### config.mk
export PLATFORM = sky130hd
export DESIGN_NAME = gpio_capture
export DESIGN_NICKNAME = d
export VERILOG_FILES = /design/src/rtl/gpio_capture_pkg.sv /design/src/rtl/capture_timebase.sv /design/src/rtl/gpio_capture.sv
export SDC_FILE = /design/constraint.sdc
export NUM_CORES = 1
export LEC_CHECK = 0
export CAP_MARGIN = 40
export CORE_ASPECT_RATIO = 0.8
export CORE_UTILIZATION = 52
export CTS_BUF_LIST = sky130_fd_sc_hd__clkbuf_4 sky130_fd_sc_hd__clkbuf_8
export CTS_CLUSTER_SIZE = 28
export DETAILED_ROUTE_END_ITERATION = 6
export GPL_ROUTABILITY_DRIVEN = 0
export GPL_TIMING_DRIVEN = 0
export MAX_ROUTING_LAYER = met4
export PLACE_DENSITY = 0.89
export SKIP_LAST_GASP = 1
export SLEW_MARGIN = 20
export SYNTH_ARGS = -nofsm -noshare
export SYNTH_HDL_FRONTEND = slang
export SYNTH_HIERARCHICAL = 1
export SYNTH_SLANG_ARGS = --single-unit
### constraint.sdc
create_clock -name clk_100mhz -period 2.72 [get_ports clk_100mhz]
set_clock_uncertainty 0.1 [all_clocks]
set_input_delay 0.544 -clock clk_100mhz [delete_from_list [all_inputs] [get_ports clk_100mhz]]
set_output_delay 0.544 -clock clk_100mhz [all_outputs]
set_load 0.02 [all_outputs]
### src/rtl/gpio_capture_pkg.sv
// gpio_capture_pkg: shared types and packing helpers for the GPIO capture block.
// Rev 1.0
`default_nettype none

package gpio_capture_pkg;

    typedef enum logic [1:0] {
        IDLE    = 2'd0,
        ARMED   = 2'd1,
        CAPTURE = 2'd2,
        DONE    = 2'd3
    } capture_state_t;

    // 1/2/4/8-bit samples give 8/4/2/1 samples per packed byte
    function automatic logic [3:0] samples_per_byte(input logic [1:0] num_gpio_sel);
        return 4'd8 >> num_gpio_sel;
    endfunction

    function automatic logic [3:0] field_width(input logic [1:0] num_gpio_sel);
        return 4'd1 << num_gpio_sel;
    endfunction

endpackage

`default_nettype wire

### src/rtl/capture_timebase.sv
// capture_timebase: two-stage sample-rate divider, period = (stage1+1) * 2^timestep clocks.
// Rev 1.0
`default_nettype none

module capture_timebase (
    input  logic       clk_100mhz,
    input  logic       rst_n_sync,
    input  logic       clear,
    input  logic [4:0] stage1_count_sel,
    input  logic [2:0] timestep_sel,
    output logic       tick
);

    logic [4:0] stage1_cnt;
    logic [6:0] stage2_cnt;
    logic [6:0] stage2_max;

    assign stage2_max = 7'((8'd1 << timestep_sel) - 8'd1);

    // Tick on the all-zero count so the first cycle after clear is a sample
    assign tick = ~clear && (stage1_cnt == 5'd0) && (stage2_cnt == 7'd0);

    always_ff @(posedge clk_100mhz or negedge rst_n_sync) begin
        if (!rst_n_sync) begin
            stage1_cnt <= 5'd0;
            stage2_cnt <= 7'd0;
        end else if (clear) begin
            stage1_cnt <= 5'd0;
            stage2_cnt <= 7'd0;
        end else if (stage1_cnt == stage1_count_sel) begin
            stage1_cnt <= 5'd0;
            stage2_cnt <= (stage2_cnt == stage2_max) ? 7'd0 : stage2_cnt + 7'd1;
        end else begin
            stage1_cnt <= stage1_cnt + 5'd1;
        end
    end

endmodule

`default_nettype wire

### src/rtl/gpio_capture.sv
// gpio_capture: samples 1/2/4/8 GPIO pins on a programmable timebase and packs them into BRAM bytes.
// Rev 1.0
`default_nettype none

module gpio_capture
    import gpio_capture_pkg::*;
#(
    parameter int RAM_ADDR_BITS = 8
) (
    input  logic                     clk_100mhz,
    input  logic                     rst_n_sync,
    input  logic [7:0]               gpio_in,
    input  logic                     trigger_in,
    input  logic                     cfg_enable_cap,
    input  logic                     cfg_wait_trigger_cap,
    input  logic [RAM_ADDR_BITS-1:0] cfg_end_address_cap,
    input  logic [1:0]               cfg_num_gpio_sel_cap,
    input  logic [2:0]               cfg_timestep_sel_cap,
    input  logic [4:0]               cfg_stage1_count_sel_cap,
    output logic                     capture_active,
    output logic                     capture_done,
    output logic                     ram_write_enable,
    output logic [RAM_ADDR_BITS-1:0] ram_addr_cap,
    output logic [7:0]               ram_write_data
);

    capture_state_t           state;
    logic [7:0]               gpio_meta;
    logic [7:0]               gpio_sync;
    logic                     trigger_prev;
    logic                     trigger_edge;

    logic [RAM_ADDR_BITS-1:0] end_address_lat;
    logic [1:0]               num_gpio_sel_lat;
    logic [2:0]               timestep_sel_lat;
    logic [4:0]               stage1_count_sel_lat;

    logic [7:0]               pack_reg;
    logic [2:0]               sample_cnt;
    logic [RAM_ADDR_BITS-1:0] byte_addr;
    logic                     last_write_pending;

    logic                     tick;
    logic                     timebase_clear;
    logic [7:0]               sample_field;
    logic [2:0]               shift_amt;
    logic [7:0]               pack_next;
    logic                     byte_complete;

    always_ff @(posedge clk_100mhz or negedge rst_n_sync) begin
        if (!rst_n_sync) begin
            gpio_meta    <= 8'd0;
            gpio_sync    <= 8'd0;
            trigger_prev <= 1'b0;
        end else begin
            gpio_meta    <= gpio_in;
            gpio_sync    <= gpio_meta;
            trigger_prev <= trigger_in;
        end
    end

    assign trigger_edge   = trigger_in & ~trigger_prev;
    assign timebase_clear = (state != CAPTURE);

    capture_timebase u_timebase (
        .clk_100mhz       (clk_100mhz),
        .rst_n_sync       (rst_n_sync),
        .clear            (timebase_clear),
        .stage1_count_sel (stage1_count_sel_lat),
        .timestep_sel     (timestep_sel_lat),
        .tick             (tick)
    );

    always_comb begin
        sample_field = 8'd0;
        case (num_gpio_sel_lat)
            2'd0:    sample_field = {7'd0, gpio_sync[0]};
            2'd1:    sample_field = {6'd0, gpio_sync[1:0]};
            2'd2:    sample_field = {4'd0, gpio_sync[3:0]};
            default: sample_field = gpio_sync;
        endcase
    end

    assign shift_amt     = 3'({1'b0, sample_cnt} * field_width(num_gpio_sel_lat));
    assign pack_next     = pack_reg | (sample_field << shift_amt);
    assign byte_complete = ({1'b0, sample_cnt} == (samples_per_byte(num_gpio_sel_lat) - 4'd1));

    always_ff @(posedge clk_100mhz or negedge rst_n_sync) begin
        if (!rst_n_sync) begin
            state                <= IDLE;
            capture_active       <= 1'b0;
            capture_done         <= 1'b0;
            ram_write_enable     <= 1'b0;
            ram_addr_cap         <= '0;
            ram_write_data       <= 8'd0;
            end_address_lat      <= '0;
            num_gpio_sel_lat     <= 2'd0;
            timestep_sel_lat     <= 3'd0;
            stage1_count_sel_lat <= 5'd0;
            pack_reg             <= 8'd0;
            sample_cnt           <= 3'd0;
            byte_addr            <= '0;
            last_write_pending   <= 1'b0;
        end else begin
            ram_write_enable <= 1'b0;
            case (state)
                IDLE: begin
                    if (cfg_enable_cap) begin
                        end_address_lat      <= cfg_end_address_cap;
                        num_gpio_sel_lat     <= cfg_num_gpio_sel_cap;
                        timestep_sel_lat     <= cfg_timestep_sel_cap;
                        stage1_count_sel_lat <= cfg_stage1_count_sel_cap;
                        capture_active       <= 1'b1;
                        pack_reg             <= 8'd0;
                        sample_cnt           <= 3'd0;
                        byte_addr            <= '0;
                        ram_addr_cap         <= '0;
                        last_write_pending   <= 1'b0;
                        state                <= cfg_wait_trigger_cap ? ARMED : CAPTURE;
                    end
                end
                ARMED: begin
                    if (!cfg_enable_cap) begin
                        state          <= IDLE;
                        capture_active <= 1'b0;
                    end else if (trigger_edge) begin
                        state <= CAPTURE;
                    end
                end
                CAPTURE: begin
                    if (!cfg_enable_cap) begin
                        state              <= IDLE;
                        capture_active     <= 1'b0;
                        last_write_pending <= 1'b0;
                    end else if (last_write_pending) begin
                        // Final strobe has been on the bus for one cycle
                        state              <= DONE;
                        capture_active     <= 1'b0;
                        capture_done       <= 1'b1;
                        last_write_pending <= 1'b0;
                    end else if (tick) begin
                        if (byte_complete) begin
                            ram_write_enable <= 1'b1;
                            ram_write_data   <= pack_next;
                            ram_addr_cap     <= byte_addr;
                            byte_addr        <= byte_addr + 1'b1;
                            pack_reg         <= 8'd0;
                            sample_cnt       <= 3'd0;
                            if (byte_addr == end_address_lat) begin
                                last_write_pending <= 1'b1;
                            end
                        end else begin
                            pack_reg   <= pack_next;
                            sample_cnt <= sample_cnt + 3'd1;
                        end
                    end
                end
                DONE: begin
                    if (!cfg_enable_cap) begin
                        state        <= IDLE;
                        capture_done <= 1'b0;
                    end
                end
            endcase
        end
    end

endmodule

`default_nettype wire

==> flow_metrics.py, run 1 <==
metrics = {
    "clocking": {
        "cts.sinks": 88,
        "cts_buffer_depth": 2,
        "ctsHoldBuffers": 0,
        "cts_tree": "yes",
        "numCtsBuffers": 9,
        "h-tree-depth": 3,
        "cts_root_buf": "clkbuf_8",
        "clk_latency_ns": 0.37,
        "clkTransAtPathRegs_ns": 0.09,
    },
    "yosys": {
        "synthCells": 386,
        "postSynth.asyncResetShare_pct": 100,
        "syn-cell-area_mm2": 0.00425,
        "synth_top_cell_by_area": "dfrtp_1",
        "synth_nets": 429,
        "synth_edf_count": 0,
        "synth.area.top_cells": "dfrtp_1 52%, mux2_2 6.1%, ha_1 3.5%",
        "synth_top_area_share_pct": 51.9,
        "synth-compound-area-share_pct": 15.5,
        "synth_top_family_by_area": "compound AO/OA/AOI/OAI gates",
        "yosysSeqAreaShare_pct": 51.9,
        "synth_mux_area_share_pct": 7.04,
        "synth-simple-area-share_pct": 13.2,
        "ys_ff_latch": 88,
        "syn_area_per_cell_um2": 11.0,
        "yosysWarnings": 6,
        "synth_fa_ha_area_share_pct": 3.54,
        "ys_types": 58,
        "synthXorXnorAreaFrac_pct": 5.10,
        "yosys_most_used_dff": "dfrtp_1",
    },
    "setup_path": {
        "crit_chain": "inv_1 > ha_4 > clkinvlp_4 > nor4_4 > nand2b_1 > nor4_4 > mux2_2",
        "start_kind": "register",
        "cp_data_required_time_ns": 2.88,
        "cp.arrival_ns": 2.70,
        "path_delay_family": "simple AND/OR/NAND/NOR gates",
        "path_max_fanout": 9,
        "crit_buf_inv": 2,
        "crit_top_cell": "nor4_4",
        "slowest_delay_ns": 0.60,
        "cp_slowest_cell": "nor4_4",
        "cp-end-kind": "register",
        "worstSetupPathType": "register to register",
    },
    "placement": {
        "post-dp-hpwl_um": 6340,
        "portBuffers": 49,
    },
    "detailed_routing": {
        "avgRoutedWirePerCell_um": 17.0,
        "maxUsedRoutingLayer": "met4",
        "routed-wl-met2_um": 4650,
        "ant_nets": 0,
        "route.detailed.drc": 0,
        "vias": 3269,
        "drt_iter0_markers": 207,
        "wl_um": 9430,
        "dr.pass1.iters": 5,
        "drt-met1-wl_um": 3960,
        "wl_met3_um": 609,
        "via_per_inst": 5.88,
    },
    "min_path": {
        "hp-class": "input pin to asynchronous set/reset pin",
    },
    "global_route": {
        "overflow": 0,
        "grt_max_degree": 53,
        "grt_pass1_wl_um": 15700,
        "grt_usage_pct": 25.0,
        "grt_pass1_vias": 3247,
        "antenna_found_initial": 0,
    },
    "die": {
        "floorplan.initialDensity_pct": 53.7,
        "core.rowCount": 29,
        "die_y_um": 82.8,
        "die_w_um": 103,
        "dieArea_mm2": 0.00853,
        "io_pins": 50,
        "core-area_mm2": 0.00791,
    },
    "power_and_ir_drop": {
        "leakage_uw": 0.00228,
        "power.density_mw_per_mm2": 907,
        "power.total_uw": 4660,
        "vdd_drop_max_uv": 448,
    },
    "timing": {
        "tightest_slew_ns": 0.675,
        "min_period_ns": 2.54,
        "slew_viol_final": 0,
        "rsz0062_at_grt": "false",
        "max-slew-margin-rel_pct": 54.6,
        "post-route-period-util_pct": 93.5,
        "fmax_mhz": 393,
        "finalSetupViolCount": 0,
        "setup_tns_ns": 0,
        "final_hold_viol_count": 0,
    },
    "final_layout": {
        "diodes": 0,
        "final_nets": 487,
        "area_growth_syn_to_layout_pct": 21.0,
        "drive_above_1_share_pct": 14.5,
    },
    "outcome": {
        "status": "complete, no violations",
    },
    "job": {
        "drv_cap": 0,
    },
}
through the flow:
step,cell area (um^2),setup WS (ns),hold WS [ns],utilization (%),instances
floorplan,4250,0.0449,0.148,-,386
global placement,4870,-2.01,0.233,61.6,543
detailed placement,4890,-0.668,0.236,61.8,544
CTS,5120,0.0813,0.111,64.7,557
global route,5140,0.00795,0.143,64.9,556
finish,5140,0.177,0.0920,64.9,556
worst paths after layout:
kind / from / to / slack (ns) / cells after the start
setup / recovery: state[0]$_DFFE_PN0P_ / ram_write_data[6]$_DFFE_PN0P_ / 0.18 / 7
hold / removal: rst_n_sync / ram_write_enable$_DFF_PN0_ / 0.09 / 1
setup reg to reg: state[0]$_DFFE_PN0P_ / ram_write_data[6]$_DFFE_PN0P_ / 0.18 / 7
hold reg to reg: gpio_meta[2]$_DFF_PN0_ / gpio_sync[2]$_DFF_PN0_ / 0.25 / 0
max in group asynchronous: rst_n_sync / num_gpio_sel_lat[1]$_DFFE_PN0P_ / 1.78 / 2
min in group clk_100mhz: gpio_meta[2]$_DFF_PN0_ / gpio_sync[2]$_DFF_PN0_ / 0.25 / 0
report_power, final:
part	leakage [uW]	internal, uW	switching [uW]
Clock	0.000110	524	458
Sequential	0.00113	1580	264
Combinational	0.00104	788	1040
Total	0.00228	2900	1760
cells in the final DEF, fill, tap and decap left out, drive strengths merged, types with 2 or more instances in the layout:
| master | count |
|---|---|
| inv | 16 |
| xor2 | 16 |
| a2111oi | 5 |
| a211oi | 6 |
| o211ai | 3 |
| nand4 | 4 |
| dfrtp | 88 |
| o22ai | 3 |
| a21boi | 2 |
| a21o | 3 |
| bufinv | 2 |
| nor2b | 3 |
| clkinv | 3 |
| o21ai | 18 |
| nor2 | 19 |
| mux2 | 23 |
| or3 | 3 |
| xnor2 | 7 |
| and3b | 3 |
| nor3 | 4 |
| and3 | 5 |
| nand3 | 8 |
| buf | 9 |
| or4 | 3 |
| nor3b | 2 |
| ha | 12 |
| clkbuf | 17 |
| clkdlybuf4s50 | 48 |
| o31ai | 4 |
| nand2 | 34 |
| mux2i | 4 |
| a211o | 4 |
| o21a | 4 |
| nand2b | 5 |
| nor4 | 7 |
| a31oi | 3 |
| a21oi | 26 |
| a22o | 9 |
cell usage after synthesis, types with 5 or more instances:
library cell	count
xor2_1	15
xnor2_1	6
a21oi_1	25
dfrtp_1	88
and3_1	5
nand2_1	34
a211oi_1	6
nand3_1	8
nand2b_1	5
a22o_1	9
o21ai_0	14
nor4_1	5
clkbuf_1	9
mux2_2	23
inv_1	16
nor2_1	19
ha_1	12
final cells by class:
type,count,area [um^2]
inverters,17,67.6
fillers,605,2770
clock inverters,5,82.6
well taps,108,135
repair buffers,51,515
plain buffers,13,82.6
multi-input cells,264,1920
clock buffers,10,131
flip-flops and latches,88,2200
routing by layer:
metal	up-vias	GRT usage [%]
li1	1500	-
met2	129	38.4
met1	1617	32.7
met5	-	-
met4	0	8.45
met3	23	6.14
repair_timing:
| item | 4_1_cts | 5_1_grt |
|---|---|---|
| buffers inserted | 1 | 0 |
| endpoints found under the setup margin | 37 | 30 |
| gates resized for setup | 4 | 5 |
worst reg2reg max path, cell delays in order, from the launching register on:
cell and delay [ns]:
dfrtp_1 0.41, inv_1 0.15, ha_4 0.23, clkinvlp_4 0.14, nor4_4 0.27, nand2b_1 0.13
nor4_4 0.60, mux2_2 0.40
kinds of logic (layout without fill, tap and decap cells):
| logic type | count (synthesis) | after routing |
|---|---|---|
| simple gates | 105 | 105 |
| compound gates | 97 | 97 |
| flops | 88 | 88 |
| buf+inv | 34 | 96 |
| mux | 27 | 27 |
| xor+xnor | 23 | 23 |
| fa+ha+maj | 12 | 12 |
(Power assumes the default switching activity.)
==> run 2, diff against run 1 <==
CAP_MARGIN = 20   (was 40)
TNS_END_PERCENT = 10   (was not set)
==> run 2 against run 1 <==
Sequential share of layout area barely moved. Highest routed layer unchanged. Largest cell class unchanged. Final cell count did not move. Combinational power barely moved. First-iteration DRC count rose by 3.4%. Critical path depth rose by 3. Largest power group is now combinational logic.
==> flow_metrics.py, run 2 (same netlist as run 1, synthesis figures left out) <==
metrics = {
    "clocking": {
        "ctsHoldBuffers": 0,
        "cts_tree": "yes",
        "cts_root_buf": "clkbuf_8",
        "cts.sinks": 88,
        "cts_buffer_depth": 2,
        "clkTransAtPathRegs_ns": 0.09,
        "numCtsBuffers": 9,
        "h-tree-depth": 3,
        "clk_latency_ns": 0.37,
    },
    "die": {
        "io_pins": 50,
        "floorplan.initialDensity_pct": 53.7,
        "dieArea_mm2": 0.00853,
        "core-area_mm2": 0.00791,
        "die_w_um": 103,
        "core.rowCount": 29,
        "die_y_um": 82.8,
    },
    "timing": {
        "slew_viol_final": 0,
        "finalSetupViolCount": 0,
        "max-slew-margin-rel_pct": 56.2,
        "tightest_slew_ns": 0.652,
        "worst_slack_ns": 0.172,
        "final_hold_viol_count": 0,
        "fmax_mhz": 392,
        "post-route-period-util_pct": 93.7,
        "min_period_ns": 2.55,
        "rsz0062_at_grt": "false",
    },
    "detailed_routing": {
        "wl_um": 9450,
        "drt_iter0_markers": 214,
        "vias": 3247,
        "via_per_inst": 5.84,
        "route.detailed.drc": 0,
        "ant_nets": 0,
        "avgRoutedWirePerCell_um": 17.0,
        "dr.pass1.iters": 5,
    },
    "power_and_ir_drop": {
        "vdd_drop_max_uv": 446,
        "switching_share_pct": 37.8,
        "leakage_uw": 0.00228,
        "switching_power_uw": 1760,
        "internal-power_uw": 2900,
        "share_seq_of_total_power_pct": 39.3,
        "p_clk_share_pct": 21.1,
        "power.density_mw_per_mm2": 908,
        "p_comb_share_pct": 39.6,
    },
    "final_layout": {
        "final_nets": 487,
        "diodes": 0,
        "final_cell_mix": "88 x dfrtp_1, 48 x clkdlybuf4s50_1, 33 x nand2_1, 25 x a21oi_1, 23 x mux2_2",
        "fin_cells": 556,
        "fin_area_mm2": 0.00514,
        "num-fill-cells": 606,
        "final_common_cell": "dfrtp_1",
        "drive_above_1_share_pct": 14.5,
        "area_growth_syn_to_layout_pct": 21.0,
    },
    "setup_path": {
        "path_delay_family": "simple AND/OR/NAND/NOR gates",
        "worstSetupPathType": "register to register",
        "cp.depth": 10,
        "cp_data_required_time_ns": 2.88,
        "crit_buf_inv": 3,
        "path_max_fanout": 10,
        "start_kind": "register",
        "cp_slowest_cell": "dfrtp_1",
        "cp.arrival_ns": 2.71,
        "crit_chain": "inv_1 > ha_4 > clkinvlp_4 > nor4_4 > nand3b_1 > a21boi_2 > clkbuf_4 > nand4_1 > o21a_1 > o21a_1",
        "crit_top_cell": "o21a_1",
        "cp-end-kind": "register",
        "rr_worst_depth": 10,
        "slowest_delay_ns": 0.41,
    },
    "job": {
        "drv_cap": 0,
    },
    "global_route": {
        "antenna_found_initial": 0,
        "overflow": 0,
        "grt_usage_pct": 25.1,
        "grt_max_degree": 53,
        "grt_pass1_vias": 3261,
        "grt_pass1_wl_um": 15800,
    },
    "placement": {
        "place_area_mm2": 0.00489,
        "post-dp-hpwl_um": 6340,
        "pre_cts_ws_ns": -0.668,
        "portBuffers": 49,
        "place_inst": 544,
    },
    "outcome": {
        "status": "complete, no violations",
    },
    "min_path": {
        "hp-class": "input pin to asynchronous set/reset pin",
    },
}
run 2: worst reg2reg max path: cells and delay by family (launching register included):
| kind | cells | cell delay, ns |
|---|---|---|
| simple gates | 3 | 0.61 |
| fa+ha+maj | 1 | 0.23 |
| compound gates | 3 | 0.58 |
| buf+inv | 3 | 0.53 |
| flops | 1 | 0.41 |
run 2: final timing paths:
| kind | startpoint | to | slack (ns) |
|---|---|---|---|
| setup / recovery | state[0]$_DFFE_PN0P_ | byte_addr[5]$_DFFE_PN0P_ | 0.17 |
| hold / removal | rst_n_sync | byte_addr[7]$_DFFE_PN0P_ | 0.10 |
| setup reg to reg | state[0]$_DFFE_PN0P_ | byte_addr[5]$_DFFE_PN0P_ | 0.17 |
| hold reg to reg | gpio_meta[2]$_DFF_PN0_ | gpio_sync[2]$_DFF_PN0_ | 0.25 |
| max in group asynchronous | rst_n_sync | timestep_sel_lat[2]$_DFFE_PN0P_ | 1.79 |
| min in group clk_100mhz | gpio_meta[2]$_DFF_PN0_ | gpio_sync[2]$_DFF_PN0_ | 0.25 |
run 2: cell type report:
| cell class | instances | area, um^2 | area share [%] |
|---|---|---|---|
| Clock buffer | 10 | 131 | 2.56 |
| Tap cell | 108 | 135 | 2.63 |
| Clock inverter | 5 | 82.6 | 1.61 |
| Sequential cell | 88 | 2200 | 42.9 |
| Inverter | 17 | 67.6 | 1.32 |
| Timing Repair Buffer | 51 | 515 | 10.0 |
| Buffer | 13 | 83.8 | 1.63 |
| Multi-Input combinational cell | 264 | 1920 | 37.3 |
run 2: power by group through the flow:
stage | clock network (uW) | registers (uW) | logic (uW)
floorplan | 0 | 1850 | 1220
global placement | 0 | 1820 | 1690
detailed placement | 0 | 1830 | 1760
CTS | 995 | 1810 | 1820
global route | 1050 | 1870 | 2010
finish | 983 | 1830 | 1850
run 2: layer usage:
layer	share of wire, %	vias to the layer above	track usage (%)
li1	-	1499	-
met1	42	1589	32.8
met2	49	140	38.2
met3	6.8	19	6.48
met4	2.0	0	8.71
met5	0	-	-
run 2: through the flow:
step                      hold WS, ns  total power (uW)  utilization [%]  TNS (ns)
after floorplan                 0.148              3070                -         0
after global placement          0.233              3500             61.6   -193.74
after detailed placement        0.236              3600             61.8    -21.21
after CTS                       0.111              4630             64.8  -0.00177
after global routing            0.145              4940             64.9         0
final                           0.101              4660             64.9         0
run 2: timing repair:
item,CTS,global route
setup buffers,1,0
endpoints found under the setup margin,37,31
pin swaps,0,0
resized for setup,4,6
==> run 3, diff against run 2 <==
SLEW_MARGIN = not set   (was 20)
==> run 3 against run 2 <==
Via count grew 1.1%. Combinational power about the same. Fmax decreased by 1.8%. Global-route usage about the same. Clock-buffer cell count stayed put. Worst hold slack improved by 0.15 ns. Sequential power about the same. Register-to-register slack worse by 0.05 ns. Total power grew 0.78%. Final cell count increased by 0.36%. Core utilization rose by 0.32 points. Critical endpoint is now byte_addr[2]$_DFFE_PN0P_. Largest cell class unchanged.
==> flow_metrics.py, run 3 (same netlist as run 1, synthesis figures left out) <==
metrics = {
    "setup_path": {
        "slowest_delay_ns": 0.41,
        "rr_worst_depth": 10,
        "start_kind": "register",
        "crit_chain": "inv_1 > ha_4 > clkinvlp_4 > nor4_4 > nand3b_1 > a21boi_1 > clkbuf_4 > nand2_1 > or4_1 > nand2_1",
        "cp-end-kind": "register",
        "cp_slowest_cell": "dfrtp_1",
        "cp.arrival_ns": 2.80,
        "crit_top_cell": "nand2_1",
        "path_max_fanout": 10,
        "worstSetupPathType": "register to register",
        "cp_data_required_time_ns": 2.92,
    },
    "detailed_routing": {
        "ant_nets": 0,
        "wl_um": 9250,
        "vias": 3283,
        "drt_iter0_markers": 204,
        "dr.pass1.iters": 5,
        "via_per_inst": 5.88,
        "route.detailed.drc": 0,
        "avgRoutedWirePerCell_um": 16.6,
    },
    "clocking": {
        "numCtsBuffers": 9,
        "h-tree-depth": 3,
        "cts_root_buf": "clkbuf_8",
        "cts_buffer_depth": 2,
        "cts.sinks": 88,
        "clkTransAtPathRegs_ns": 0.08,
        "clk_latency_ns": 0.37,
        "cts_tree": "yes",
    },
    "final_layout": {
        "area_growth_syn_to_layout_pct": 21.6,
        "drive_above_1_share_pct": 14.2,
        "final_common_cell": "dfrtp_1",
        "final_cell_mix": "87 x dfrtp_1, 48 x clkdlybuf4s50_1, 34 x nand2_1, 25 x a21oi_1, 23 x mux2_2",
        "final_nets": 488,
        "diodes": 0,
    },
    "timing": {
        "rsz0062_at_grt": "true",
        "slew_viol_final": 0,
        "setup_tns_ns": 0,
        "finalSetupViolCount": 0,
        "max-slew-margin-rel_pct": 57.9,
        "min_period_ns": 2.60,
        "worst_slack_ns": 0.125,
        "fmax_mhz": 385,
        "final_hold_viol_count": 0,
        "post-route-period-util_pct": 95.4,
        "tightest_slew_ns": 0.627,
        "whs_ns": 0.255,
    },
    "power_and_ir_drop": {
        "leakage_uw": 0.00229,
        "power.density_mw_per_mm2": 910,
        "vdd_drop_max_uv": 468,
    },
    "die": {
        "die_w_um": 103,
        "io_pins": 50,
        "die_y_um": 82.8,
        "core.rowCount": 29,
        "core-area_mm2": 0.00791,
        "floorplan.initialDensity_pct": 53.7,
        "dieArea_mm2": 0.00853,
    },
    "global_route": {
        "grt_max_degree": 72,
        "grt_pass1_wl_um": 15800,
        "grt_pass1_vias": 3284,
        "antenna_found_initial": 0,
        "grt_usage_pct": 25.2,
        "overflow": 0,
    },
    "min_path": {
        "min_path_cells": 0,
        "hp-class": "register to register",
    },
    "placement": {
        "pre_cts_ws_ns": -0.649,
        "post-dp-hpwl_um": 6350,
        "portBuffers": 49,
    },
    "outcome": {
        "status": "complete, no violations",
    },
    "job": {
        "drv_cap": 0,
    },
}
==> run 3: worst paths after layout <==
check / startpoint / end / slack (ns)
min: gpio_meta[5]$_DFF_PN0_ / gpio_sync[5]$_DFF_PN0_ / 0.25
min in group asynchronous: rst_n_sync / ram_write_data[2]$_DFFE_PN0P_ / 0.48
min reg2reg: gpio_meta[5]$_DFF_PN0_ / gpio_sync[5]$_DFF_PN0_ / 0.25
max reg2reg: state[0]$_DFFE_PN0P_ / byte_addr[2]$_DFFE_PN0P_ / 0.12
max: state[0]$_DFFE_PN0P_ / byte_addr[2]$_DFFE_PN0P_ / 0.12
max in group asynchronous: rst_n_sync / num_gpio_sel_lat[1]$_DFFE_PN0P_ / 1.40
==> run 3: what timing repair did <==
action                                 4_1_cts  5_1_grt
resized for setup                            4        3
pin swaps                                    0        0
endpoints found under the hold margin       17        0
setup endpoints to repair                   37       25
buffers inserted                             1        0
hold buffers                                 1        0
==> run 3: cell type report <==
class / count / area (um^2)
Timing Repair Buffer: 52 / 533
Clock buffer: 10 / 138
Multi-Input combinational cell: 264 / 1910
Tap cell: 108 / 135
Sequential cell: 88 / 2200
Fill cell: 618 / 2750
Inverter: 17 / 67.6
Clock inverter: 6 / 90.1
Buffer: 13 / 82.6
==> run 3: critical path, delay by kind of cell (launching register included) <==
| kind | cells | cell delay, ns |
|---|---|---|
| buffers and inverters | 3 | 0.55 |
| and+or+nand+nor | 5 | 1.02 |
| DFF | 1 | 0.41 |
| adders and majority gates | 1 | 0.24 |
| AOI/OAI and AO/OA | 1 | 0.22 |
==> run 3: where the power goes <==
group	internal [uW]	switching (uW)
Clock	547	472
Combinational	788	1040
Sequential	1580	266
==> run 3: routing by layer <==
| metal | global-route usage, % | vias to the layer above | wire [um] |
|---|---|---|---|
| met5 | - | - | 0 |
| met4 | 9.86 | 0 | 201 |
| met3 | 6.06 | 19 | 608 |
| met2 | 37.1 | 157 | 4470 |
| met1 | 33.7 | 1598 | 3970 |
| li1 | - | 1509 | - |
==> run 3: through the flow <==
step / util (%) / power, uW / instances / cell area (um^2)
global route: 65.2 / 4980 / 558 / 5160
floorplan: - / 3070 / 386 / 4250
finish: 65.2 / 4700 / 558 / 5160
global placement: 61.6 / 3500 / 543 / 4870
CTS: 65.2 / 4680 / 560 / 5150
detailed placement: 61.9 / 3600 / 544 / 4900
